## src/rtl/icpit_irq_cond_pkg.sv

```systemverilog
// Shared constants and channel-mode encoding for the ICPIT interrupt request conditioner.
package icpit_irq_cond_pkg;

    localparam int NUM_SRC_DEF     = 8;
    localparam int SYNC_STAGES_DEF = 2;
    localparam int FILT_W_DEF      = 4;

    typedef enum logic {
        IRQ_LEVEL = 1'b0,
        IRQ_EDGE  = 1'b1
    } irq_mode_e;

endpackage

```

## src/rtl/icpit_irq_chan.sv

```systemverilog
// One interrupt channel: synchroniser, glitch filter, then level pass-through or
// edge-latched pending bit with sticky overrun.
module icpit_irq_chan
    import icpit_irq_cond_pkg::*;
#(
    parameter int SYNC_STAGES = SYNC_STAGES_DEF,
    parameter int FILT_W      = FILT_W_DEF
) (
    input  logic              i_clk,
    input  logic              i_rst_n,
    input  logic              i_src,
    input  irq_mode_e         i_mode,
    input  logic              i_pol,
    input  logic [FILT_W-1:0] i_filt_len,
    input  logic              i_clr,
    output logic              o_pend,
    output logic              o_ovf
);

    logic [SYNC_STAGES-1:0] r_sync;
    logic [FILT_W-1:0]      r_cnt;
    logic                   r_f;
    logic                   r_f_d;
    logic                   r_pend;
    logic                   r_ovf;

    logic                   w_s;
    logic [FILT_W-1:0]      w_len;
    logic [FILT_W:0]        w_cnt_inc;
    logic                   w_rise;

    assign w_s       = ~(r_sync[SYNC_STAGES-1] ^ i_pol);
    assign w_len     = (i_filt_len == '0) ? FILT_W'(1) : i_filt_len;
    // One extra bit so cnt+1 cannot wrap before the comparison
    assign w_cnt_inc = {1'b0, r_cnt} + (FILT_W+1)'(1);
    assign w_rise    = r_f & ~r_f_d;

    // Synchroniser
    always_ff @(posedge i_clk or negedge i_rst_n) begin
        if (!i_rst_n) begin
            r_sync <= '0;
        end else begin
            r_sync <= {r_sync[SYNC_STAGES-2:0], i_src};
        end
    end

    // Filter: f follows s only after s has differed for the full filter length
    always_ff @(posedge i_clk or negedge i_rst_n) begin
        if (!i_rst_n) begin
            r_cnt <= '0;
            r_f   <= 1'b0;
            r_f_d <= 1'b0;
        end else begin
            r_f_d <= r_f;
            if (w_s == r_f) begin
                r_cnt <= '0;
            end else if (w_cnt_inc >= {1'b0, w_len}) begin
                r_f   <= w_s;
                r_cnt <= '0;
            end else begin
                r_cnt <= w_cnt_inc[FILT_W-1:0];
            end
        end
    end

    // Edge pending/overrun; a rise coinciding with CLR survives as a fresh event
    always_ff @(posedge i_clk or negedge i_rst_n) begin
        if (!i_rst_n) begin
            r_pend <= 1'b0;
            r_ovf  <= 1'b0;
        end else if (i_mode == IRQ_LEVEL) begin
            r_pend <= 1'b0;
            r_ovf  <= 1'b0;
        end else if (w_rise) begin
            r_pend <= 1'b1;
            if (i_clr) begin
                r_ovf <= 1'b0;
            end else if (r_pend) begin
                r_ovf <= 1'b1;
            end
        end else if (i_clr) begin
            r_pend <= 1'b0;
            r_ovf  <= 1'b0;
        end
    end

    assign o_pend = (i_mode == IRQ_EDGE) ? r_pend : r_f;
    assign o_ovf  = r_ovf;

endmodule

```

## src/rtl/icpit_irq_cond.sv

```systemverilog
// Interrupt request conditioner: NUM_SRC independent channels feeding ICPIT IREQ,
// with a shared filter length and per-channel masking of the request output.
module icpit_irq_cond
    import icpit_irq_cond_pkg::*;
#(
    parameter int NUM_SRC     = NUM_SRC_DEF,
    parameter int SYNC_STAGES = SYNC_STAGES_DEF,
    parameter int FILT_W      = FILT_W_DEF
) (
    input  logic               PCLK,
    input  logic               PRESETN,
    input  logic [NUM_SRC-1:0] SRC_IN,
    input  logic [NUM_SRC-1:0] EDGE_MODE,
    input  logic [NUM_SRC-1:0] POL,
    input  logic [FILT_W-1:0]  FILT_LEN,
    input  logic [NUM_SRC-1:0] CLR,
    input  logic [NUM_SRC-1:0] MASK,
    output logic [NUM_SRC-1:0] IREQ,
    output logic [NUM_SRC-1:0] PEND,
    output logic [NUM_SRC-1:0] OVF
);

    logic [NUM_SRC-1:0] w_pend;
    logic [NUM_SRC-1:0] w_ovf;

    for (genvar g = 0; g < NUM_SRC; g++) begin : g_chan
        icpit_irq_chan #(
            .SYNC_STAGES (SYNC_STAGES),
            .FILT_W      (FILT_W)
        ) u_chan (
            .i_clk      (PCLK),
            .i_rst_n    (PRESETN),
            .i_src      (SRC_IN[g]),
            .i_mode     (irq_mode_e'(EDGE_MODE[g])),
            .i_pol      (POL[g]),
            .i_filt_len (FILT_LEN),
            .i_clr      (CLR[g]),
            .o_pend     (w_pend[g]),
            .o_ovf      (w_ovf[g])
        );
    end

    // Masking gates only the request; pending state is untouched
    assign PEND = w_pend;
    assign OVF  = w_ovf;
    assign IREQ = w_pend & ~MASK;

endmodule

```

## config.mk

```make
export PLATFORM = sky130hd
export DESIGN_NAME = icpit_irq_cond
export DESIGN_NICKNAME = d
export VERILOG_FILES = /design/src/rtl/icpit_irq_cond_pkg.sv /design/src/rtl/icpit_irq_chan.sv /design/src/rtl/icpit_irq_cond.sv
export SDC_FILE = /design/constraint.sdc
export NUM_CORES = 1
export LEC_CHECK = 0
export CORE_ASPECT_RATIO = 2
export CORE_MARGIN = 4
export CORE_UTILIZATION = 58
export DETAILED_ROUTE_END_ITERATION = 6
export PLACE_DENSITY_LB_ADDON = 0.25
export SYNTH_ARGS = -nofsm -noshare
export SYNTH_HDL_FRONTEND = slang
export SYNTH_SLANG_ARGS = --single-unit
```

## constraint.sdc

```tcl
create_clock -name PCLK -period 4.89 [get_ports PCLK]
set_input_delay 0.7335 -clock PCLK [delete_from_list [all_inputs] [get_ports PCLK]]
set_output_delay 0.7335 -clock PCLK [all_outputs]
set_load 0.01 [all_outputs]
```

# Word-level counts from Yosys, hierarchy flattened
# Index checks and enable logic that the tools add are counted.
# word_totals
ff_bits	80
latchBits	0
ramBits	0
mem_bits_ro	0
input_bits	46
out_inout_bits	24
word_cells	228
mem_count	0
# classes
add_sub_neg	8
n_mul	0
div	0
n_lt_le_gt_ge	8
eq_ne	24
n_shift	0
muxes	81
bitwise	42
n_reduce_logical	17
# ops
cell	n
4-bit two-way mux	17
1-bit two-way mux	64
3-bit by 2-bit != test with 1-bit output (second input constant)	16
4-bit by 1-bit adder with 5-bit output (second input constant)	8
5-bit by 4-bit greater-or-equal comparator with 1-bit output	8
2-bit AND reduction	16
1-bit inverter	24
1-bit bitwise AND	8
8-bit bitwise AND	1
1-bit equality test	8
8-bit inverter	1
1-bit XOR	8
4-bit logical NOT	1

# Logic depth before layout (Yosys ltp)
# logic_depth
word_depth	5
depth_mapped	10

# By module
# Synthesis repeated with hierarchy kept, for this count alone.
# unflattened
cells_unflattened	360
hier_area_um2	4083.9
# modules_own_cells
module	n_inst	cells_per_inst	area_per_inst_um2	seq_area_each_um2
icpit_irq_chan	8	44	496.7	250.2
icpit_irq_cond	1	8	110.1	0.0

# Worst setup path before layout
# No wires, ideal clock.
# synth_path
path_type	input -> register
from	input FILT_LEN[2]
to	register g_chan[1].u_chan.r_f
setup_time_ns	0.125
arrival_time_ns	2.774
required_time_ns	4.765
slack_ns	1.991
cell_stages	10
n_path_buf	1
path_cell_list	buf_6 > inv_2 > nand2_1 > o21bai_1 > ha_1 > nand2b_1 > a21o_1 > a21oi_1 > o211a_1 > mux2_2
# synth_via
elab_chain_len	4
# synth_rtl
element	line_no	text
start, declared	icpit_irq_cond.sv:15	input logic [FILT_W-1:0] FILT_LEN,
4-bit logical NOT	icpit_irq_chan.sv:33	assign w_len = (i_filt_len == '0) ? FILT_W'(1) : i_filt_len;
4-bit two-way mux (*)	icpit_irq_chan.sv:33	
5-bit by 4-bit greater-or-equal comparator with 1-bit output (*)	icpit_irq_chan.sv:57	end else if (w_cnt_inc >= {1'b0, w_len}) begin
2-bit AND reduction (no line) (*)	-	
end signal, assigned	icpit_irq_chan.sv:58	r_f <= w_s;
end, declared	icpit_irq_chan.sv:22	logic r_f;
# Every way passes the cells marked *; elsewhere a longest branch is shown, timed or not.
# A chain may end at the register's enable or synchronous reset.

# Worst setup path in the final report
# layout_path
from	input FILT_LEN[2]
to	register g_chan[5].u_chan.r_f
# layout_via
elab_chain_len	4
# layout_rtl
element	line_no
4-bit logical NOT	icpit_irq_chan.sv:33
4-bit two-way mux (*)	icpit_irq_chan.sv:33
5-bit by 4-bit greater-or-equal comparator with 1-bit output (*)	icpit_irq_chan.sv:57
2-bit AND reduction (no line) (*)	-
end signal, assigned	icpit_irq_chan.sv:58
end, declared	icpit_irq_chan.sv:22
# Marked as above.

==> flow_summary.ini <==
[status]
outcome = complete, no violations

[floorplanning]
die_w_um = 68.05
die_h_um = 128.1
coreArea_um2 = 6994
initial_core_util_pct = 59.80
ios = 70
dieArea_um2 = 8717
row_count = 43

[synthesis]
synthArstFlopShare_pct = 100.0
syn_area_per_cell_um2 = 10.89
netlist_area_um2 = 4183
ys_types = 37
yosysWarnings = 0
synth_top_area_share_pct = 47.86
seq_area_frac_synth_pct = 47.86
synth.area.top_cells = dfrtp_1 48%, ha_1 7.5%, xnor2_1 4.6%
ys.flop_type = dfrtp_1
yosys-top-cells-count = 80 x dfrtp_1, 26 x nor2_1, 25 x ha_1, 22 x nand2_1, 22 x xnor2_1
synth-edff-count = 0
yosysMostFrequentCell = dfrtp_1
synth-seq-cells = 80
synth_fp_nets = 455
yosys.area.top_type = dfrtp_1
netlist_instances = 384

[placed_design]
dp.cells = 527
portBuffers = 69
hpwl_um = 5910
gp_routability_congestion = 0.8694
dpl_worst_slack_ns = 1.166

[global_routing]
met2_usage_pct = 36.80
grt_usage_pct = 20.24
top_usage_layer = met2
grt_max_degree = 81
met3_usage_pct = 3.684
overflow = 0
grtUsageMet1_pct = 20.93
grt_pass1_wl_um = 13460
antenna_found_initial = 0
grt_pass1_vias = 3120

[finish]
fillers = 516
drive_gt1_share_pct = 8.168
n_antenna_cell = 0
fin_cells = 543
nets = 519
area_growth_pct = 24.02

[critical_path]
cpPeakStageDelay_ns = 0.63
crit_chain = clkdlybuf4s50_1 > buf_4 > inv_2 > nand2_1 > o21bai_1 > ha_1 > nand2b_1 > a21o_1 > a21oi_1 > o211a_1 > mux2_2
crit_family = compound AO/OA/AOI/OAI gates
worst-path-max-fanout = 22
cp.arrival_ns = 3.70
crit_path_end_kind = flop
path_class = input pin to flop
cp_slowest_cell = o21bai_1
critPathBufInv = 3
start_kind = input pin
critPathRequiredTime_ns = 5.11

[timing]
period_minus_slack_ns = 3.475
setup_tns_ns = 0
finalSetupViolCount = 0
rsz0062_at_grt = no
hold_viol = 0
holdWs_ns = 0.3487
fin_crit_sh_pct = 71.06
setup_slack_ns = 1.415
slew_headroom_pct = 36.82
finalClockSkew_ns = 0.003456
clock.fmax_mhz = 287.8
tightestPinTransition_ns = 0.9477
slew_violations = 0

[cts]
cts_root_buffer = clkbuf_16
post_cts_buffers = 0
cts_max_level = 3
cts_buffers = 9
cts.sinks = 80
ctsHoldBuffers = 0
clockBufferDepth = 2
post_cts_resize_count = 0
clk_pin_slew_ns = 0.06
clock_latency_ns = 0.33
cts_tree = done

[routing]
wirelength_um = 7917
antenna_left = 0
dr.first_iter.drc_count = 139
drc = 0
firstDrtPassIters = 4
vias = 3033
wire_per_inst_um = 14.58
vias_per_cell = 5.586

[power]
cellPowerDensity_nw_per_um2 = 488.9
p_leak_uw = 0.002291
ir_worst_vdd_mv = 0.3199
p_total_uw = 2536

[hold_path]
hold_class = flop to flop

[flow_run]
cap_violations = 0
path summary, 6_finish.rpt:
kind | slack (ns) | cells past startpoint | startpoint | end
worst min-delay path | 0.35 | 0 | g_chan[4].u_chan.r_sync[0] | g_chan[4].u_chan.r_sync[1]
worst max-delay path | 1.42 | 11 | FILT_LEN[2] | g_chan[5].u_chan.r_f
worst max register to register | 2.79 | 6 | g_chan[5].u_chan.r_cnt[0] | g_chan[5].u_chan.r_f
worst min register to register | 0.35 | 0 | g_chan[4].u_chan.r_sync[0] | g_chan[4].u_chan.r_sync[1]
max in group asynchronous | 3.74 | 1 | PRESETN | g_chan[4].u_chan.r_cnt[2]
min in group asynchronous | 0.54 | 1 | PRESETN | g_chan[2].u_chan.o_ovf
logic make-up after synthesis:
kind of cell,synth area share [%]
AOI/OAI and AO/OA,12.83
xor gates and xnor gates,6.700
adders and majority gates,7.478
buffers and inverters,5.235
DFF,47.86
muxes,4.307
and+or+nand+nor,15.58
power by group:
part | internal [uW] | switching (uW)
Clock | 457 | 252
Sequential | 824 | 152
Combinational | 444 | 408
per-stage QoR:
| stage | area (um2) | util, % |
|---|---|---|
| finish | 5187 | 74.17 |
| global route | 5187 | 74.17 |
| CTS | 5187 | 74.17 |
| detailed placement | 4866 | 69.57 |
| global placement | 4866 | 69.57 |
| floorplan | 4183 | - |
cell usage in the layout, fill, tap and decap left out, types with 2 or more instances in the layout:
master,instances
dfrtp_1,80
clkdlybuf4s50_1,68
nor2_1,26
ha_1,25
xnor2_1,22
nand2_1,22
inv_1,20
nand2b_1,16
nor2b_1,15
nand3_1,13
mux2_2,13
xor2_1,10
and2_1,10
nor3b_1,9
clkbuf_16,9
a21oi_1,8
a31oi_1,8
a21boi_0,8
a221oi_1,7
o22a_1,7
o2111ai_1,7
o211a_1,7
or3_1,4
a21o_1,4
o41ai_1,4
and3_1,4
buf_4,4
or4_1,3
o211ai_2,3
mux2_1,3
clkinv_2,3
nor3_1,2
bufinv_16,2
cell type report:
class / count / area [um2] / area share (%)
flip-flops and latches: 80 / 2002 / 38.59
well taps: 90 / 112.6 / 2.171
multi-input cells: 264 / 1962 / 37.82
clock inverters: 6 / 82.58 / 1.592
inverters: 21 / 78.83 / 1.520
clock buffers: 10 / 239.0 / 4.607
repair buffers: 72 / 710.7 / 13.70
registers in the layout, summed over array words and instances (netlist names):
name                  cells
g_chan.u_chan.o_ovf       8
g_chan.u_chan.r_cnt      32
g_chan.u_chan.r_f         8
g_chan.u_chan.r_f_d       8
g_chan.u_chan.r_pend      8
g_chan.u_chan.r_sync     16
layer usage:
metal / part of all wire [%] / vias up
met3: 3.4 / 17
met1: 37 / 1483
met2: 57 / 63
met5: 0 / -
li1: - / 1470
met4: 2.6 / 0
Note: power is estimated with default switching activity, not from simulation.
